--- src/rtl/mips_int_ctrl.sv ---
// Interrupt controller feeding CP0 HWInt; INTC_EDGE_EN adds per-source edge mode (MODE reg).
// Latency: dev_int to HWInt 1 cycle; register reads combinational, writes land on next edge.
// Backpressure: none; int_ack arriving while busy is dropped and flagged in STATUS.OVR.
module mips_int_ctrl #(
  parameter int N_SRC   = 6,
  parameter int TIMEOUT = 0
) (
  input  logic             clk,
  input  logic             reset,
  input  logic [N_SRC-1:0] dev_int,
  input  logic [2:0]       addr,
  input  logic             we,
  input  logic [31:0]      wdata,
  output logic [31:0]      rdata,
  input  logic             int_ack,
  output logic [5:0]       HWInt,
  output logic             busy
);

  typedef enum logic {IDLE, IN_SERVICE} state_t;

  localparam logic [31:0] TO_LAST = 32'(TIMEOUT == 0 ? 0 : TIMEOUT - 1);

  state_t           state, state_nxt;
  logic [N_SRC-1:0] mask, pend, eligible, hi_mask, vis, retire_oh;
  logic [2:0]       id, sel_id;
  logic [31:0]      cnt;
  logic             to_flag, ovr_flag;
  logic             take, retire, to_hit, ovr_set;
  logic             wr_mask, wr_pend, wr_eoi, wr_stat;
  logic [5:0]       hw_full;
  logic             unused_wdata;

  assign unused_wdata = ^wdata[31:N_SRC];

  assign wr_mask = we && (addr == 3'd0);
  assign wr_pend = we && (addr == 3'd1);
  assign wr_eoi  = we && (addr == 3'd2);
  assign wr_stat = we && (addr == 3'd3);

  assign eligible = pend & mask;
  assign busy     = (state == IN_SERVICE);

  always_ff @(posedge clk) begin
    if (reset) state <= IDLE;
    else       state <= state_nxt;
  end

  always_comb begin
    state_nxt = state;
    take      = 1'b0;
    retire    = 1'b0;
    to_hit    = 1'b0;
    ovr_set   = 1'b0;
    case (state)
      IDLE: begin
        if (int_ack && (|eligible)) begin
          take      = 1'b1;
          state_nxt = IN_SERVICE;
        end
      end
      IN_SERVICE: begin
        ovr_set = int_ack;
        if (wr_eoi) begin
          retire    = 1'b1;
          state_nxt = IDLE;
        end else if ((TIMEOUT != 0) && (cnt == TO_LAST)) begin
          retire    = 1'b1;
          to_hit    = 1'b1;
          state_nxt = IDLE;
        end
      end
      default: state_nxt = IDLE;
    endcase
  end

  // Lowest set index wins, so scan downward and let later hits overwrite.
  always_comb begin
    sel_id = 3'd0;
    for (int i = N_SRC - 1; i >= 0; i--)
      if (eligible[i]) sel_id = 3'(i);
  end

  always_comb begin
    for (int i = 0; i < N_SRC; i++) begin
      hi_mask[i]   = (i < int'(id));
      retire_oh[i] = retire && (int'(id) == i);
    end
    vis                  = busy ? (eligible & hi_mask) : eligible;
    hw_full              = '0;
    hw_full[N_SRC-1:0]   = vis;
  end

  assign HWInt = hw_full;

  always_ff @(posedge clk) begin
    if (reset) begin
      mask     <= '0;
      id       <= 3'd0;
      cnt      <= '0;
      to_flag  <= 1'b0;
      ovr_flag <= 1'b0;
    end else begin
      if (wr_mask) mask <= wdata[N_SRC-1:0];
      if (take) begin
        id  <= sel_id;
        cnt <= '0;
      end else if (busy) begin
        cnt <= cnt + 32'd1;
      end
      to_flag  <= (to_flag  && !wr_stat) || to_hit;
      ovr_flag <= (ovr_flag && !wr_stat) || ovr_set;
    end
  end

`ifdef INTC_EDGE_EN
  logic [N_SRC-1:0] mode, dev_q, pend_clr;

  assign pend_clr = (wr_pend ? wdata[N_SRC-1:0] : '0) | retire_oh;

  // Edge sources: a new rising edge beats a same-cycle clear.
  always_ff @(posedge clk) begin
    if (reset) begin
      mode  <= '0;
      dev_q <= '0;
      pend  <= '0;
    end else begin
      if (we && (addr == 3'd4)) mode <= wdata[N_SRC-1:0];
      dev_q <= dev_int;
      for (int i = 0; i < N_SRC; i++)
        pend[i] <= mode[i] ? ((pend[i] && !pend_clr[i]) || (dev_int[i] && !dev_q[i]))
                           : dev_int[i];
    end
  end
`else
  logic unused_edge;

  assign unused_edge = wr_pend ^ (|retire_oh);

  always_ff @(posedge clk) begin
    if (reset) pend <= '0;
    else       pend <= dev_int;
  end
`endif

  always_comb begin
    rdata = '0;
    case (addr)
      3'd0: rdata[N_SRC-1:0] = mask;
      3'd1: rdata[N_SRC-1:0] = pend;
      3'd3: rdata = {busy, to_flag, ovr_flag, 26'b0, id};
`ifdef INTC_EDGE_EN
      3'd4: rdata[N_SRC-1:0] = mode;
`endif
      default: rdata = '0;
    endcase
  end

endmodule
--- config.mk ---
export PLATFORM = sky130hd
export DESIGN_NAME = mips_int_ctrl
export DESIGN_NICKNAME = d
export VERILOG_FILES = /design/src/rtl/mips_int_ctrl.sv
export SDC_FILE = /design/constraint.sdc
export NUM_CORES = 1
export LEC_CHECK = 0
export CORE_MARGIN = 2
export CORE_UTILIZATION = 33
export DETAILED_ROUTE_END_ITERATION = 6
export HOLD_SLACK_MARGIN = 0.15
export PLACE_DENSITY = 0.8
export SLEW_MARGIN = 20
export SYNTH_ARGS = -nofsm -noshare
export SYNTH_HDL_FRONTEND = slang
export SYNTH_SLANG_ARGS = --single-unit
--- constraint.sdc ---
create_clock -name clk -period 1.29 [get_ports clk]
set_input_delay 0.129 -clock clk [delete_from_list [all_inputs] [get_ports clk]]
set_output_delay 0.129 -clock clk [all_outputs]
set_load 0.03 [all_outputs]
==> out/summary.txt <==
Crit path to - rdata[0]
Switching share of total power - 0.309
Drt initial violations - 33
Sw Pwr - 360 uW
Worst reg2reg path depth - 5
HPWL Detailed - 1960 um
Number of synthesized register bits - 18
Critical Path Sink Type - primary output
Clk slew on worst S/H paths - 0.09 ns
Post-synthesis sequential area ratio - 0.335
Max VDD drop - 0.576 mV
CP bufs+invs - 1
CP Data Required Time - 1.16 ns
Status - complete, but fails checks
Die Wd - 61.1 um
Vias/cell - 4.36
Comb pwr share - 0.258
WS Path Type - register to primary output
Failing checks - negative setup slack
Sequential share of power - 0.501
Setup violations, final - 3
Nets - 227
Vias - 977
CP peak stage delay - 0.33 ns
Met3 Use GR - 0.0252
Row cnt - 20
Layout Skew - 0.00211 ns
H-tree Lvls - 1
Die Ht - 61.1 um
Vias in the first global route - 889
Max-cap violations - 0
P per Cell Area - 691 nW/um^2
Crit-path max FO - 2
R2R Path End - id[0]
Hold WS - 0.365 ns
Clock power share - 0.241
First-pass GRT wire length - 3910 um
M2 GR Usage - 0.239
Tmin final - 1.41 ns
Clk_lat worst skew - 0.30 ns
HP Class - input pin to register
CP top delay family - flip-flops
Most Crowded Layer GR - met2
Port buffer count - 34
RSZ-0062 raised after global routing - yes
Total Routing Usage GR - 0.145
Met1 Use GR - 0.179
Clock sink count - 18
Critical-path cell list - mux2_4 -> a22oi_2 -> nor2_1 -> buf_4
Core Area - 3080 um^2
Final worst-path cycle share - 1.09
Global placement routability congestion - 0.769
Ports - 84
Area grow syn2layout - 56.4%
R2R Path Start - mask[2]
Per-cell routed wire length - 11.5 um
Largest net degree at the start of global routing - 13
Congestion Overflow GR - 0
Clock Tree Buf Depth - 2
DRC - 0
Hold Fails Final Rpt - 0
Hold depth - 2
Worst Path Arrival - 1.28 ns
Yosys cell types - 27
Mapped Cells - 126
Post-DRT Antenna Nets - 0
Worst reg-to-reg setup slack - 0.06 ns
Layout cells sized above 1 - 0.456
Multi-input logic area - 696 um^2
Full die area - 3730 um^2
Initial antenna violation count - 0
CTS buffer count - 3
Power Total - 1160 uW
ANT cells - 0
Max Fclk - 711 MHz
FF+latch area - 379 um^2
Worst path depth - 4
Crit path launch - pend[0]
Slowest CP cell - dfxtp_2
CTS tree - built
Leak pwr - 0.000724 uW
Hold Buf Count CTS - 0
Yosys warnings - 0
Syn Area/Cell - 8.54 um^2
Critical Path Start Type - register
Fillers - 291
Initial Util - 0.350
Cell area after synthesis - 1080 um^2
Dpl cell area - 1460 um^2
Slew Viols, Final - 0
Setup WS post-layout - -0.116 ns
Clk Tree Root Cell - clkbuf_4
First-pass detailed-route iteration total - 4
Fin area - 1680 um^2
Int Pwr - 804 uW
WL final - 2580 um
## cell type report
class | instances | area share
multi-input combinational | 102 | 0.413
timing repair buffer | 56 | 0.313
sequential | 18 | 0.225
tap | 44 | 0.0327
clock buffer | 3 | 0.0134
inverter | 1 | 0.00223
## flip-flops by register name, indices dropped and copies added (netlist names)
signal	flops
mask	6
pend	6
id	3
busy	1
ovr_flag	1
to_flag	1
## per-stage QoR
| stage | worst slack, ns | utilization | TNS, ns | instances |
|---|---|---|---|---|
| final | -0.116 | 0.547 | -0.290 | 224 |
| after global placement | -0.727 | 0.476 | -5.10 | 216 |
| after detailed placement | -0.754 | 0.476 | -5.48 | 216 |
| after floorplan | 0.000517 | - | 0 | 148 |
| after global routing | -0.149 | 0.547 | -0.672 | 224 |
| after CTS | -0.111 | 0.508 | -0.311 | 223 |
## cell usage after synthesis
master    instances  share of area
a221o_1           1         0.0093
mux2i_1          10          0.093
o21ai_0           2         0.0093
and3b_2           1         0.0093
nand2_1           9          0.031
nand2b_1          3          0.017
nand4_1           1         0.0058
dfxtp_1          18           0.33
buf_4            23           0.16
and2_1            3          0.017
nor3_1            5          0.023
nor2b_1           7          0.041
nor3_4            1          0.015
mux2_2            3          0.031
a22oi_1           4          0.028
buf_2             1         0.0046
nand2b_4          1          0.013
a32oi_1           1         0.0081
buf_8             1          0.014
o21ba_2           1         0.0093
nor2_1           15          0.052
conb_1            1         0.0035
inv_1             1         0.0035
clkbuf_1          2         0.0070
a21oi_1           9          0.042
and3b_1           1         0.0081
a41oi_1           1         0.0081
## worst min-delay path by stage
stage,start,endpoint,slack (ns)
detailed placement,to_flag,to_flag,0.48
floorplan,dev_int[0],pend[0],0.26
CTS,dev_int[1],pend[1],0.36
global route,dev_int[1],pend[1],0.35
finish,dev_int[1],pend[1],0.37
global placement,ovr_flag,ovr_flag,0.48
## metal layers
metal	up-vias	part of all wire
li1	493	-
met1	436	0.43
met2	41	0.49
met3	7	0.054
met4	0	0.029
met5	-	0
## logic make-up (layout without fill, tap and decap cells)
group	count (synthesis)	after routing	share of synthesized area
compound gates	19	19	0.114
mux	13	13	0.124
flops	18	18	0.335
buf+inv	28	60	0.190
simple gates	47	47	0.234
other cells	1	23	0.00349
## power by group through the flow
stage | combinational (uW) | sequential [uW] | clock, uW
floorplan | 221 | 595 | 0
global placement | 268 | 595 | 0
detailed placement | 272 | 595 | 0
CTS | 284 | 584 | 288
global route | 322 | 585 | 312
finish | 300 | 583 | 280
## worst register-to-register path: stages (launching register included)
cell and delay, ns:
dfxtp_2 0.34, buf_4 0.14, nand2_4 0.09, nand4_1 0.13, a221o_1 0.35, mux2i_1 0.11
## cells in the final DEF (no fill, tap or decap), types with 4 or more instances in the layout
cell | synthesis | routed
nand2_2 | 0 | 4
buf_4 | 23 | 24
clkdlybuf4s50_1 | 0 | 15
nand2_1 | 9 | 4
a21oi_1 | 9 | 4
nor2_1 | 15 | 13
dfxtp_2 | 0 | 12
buf_6 | 0 | 12
nor2b_1 | 7 | 6
dfxtp_1 | 18 | 5
a21oi_2 | 0 | 5
nor3_1 | 5 | 4
mux2i_1 | 10 | 10
conb_1 | 1 | 23
## timing repair
item                       in CTS  in global routing
setup endpoints to repair      16                 12
pin swaps                       5                 11
resized for setup              49                 31
buffers inserted                4                  1
(Power assumes the default switching activity.)
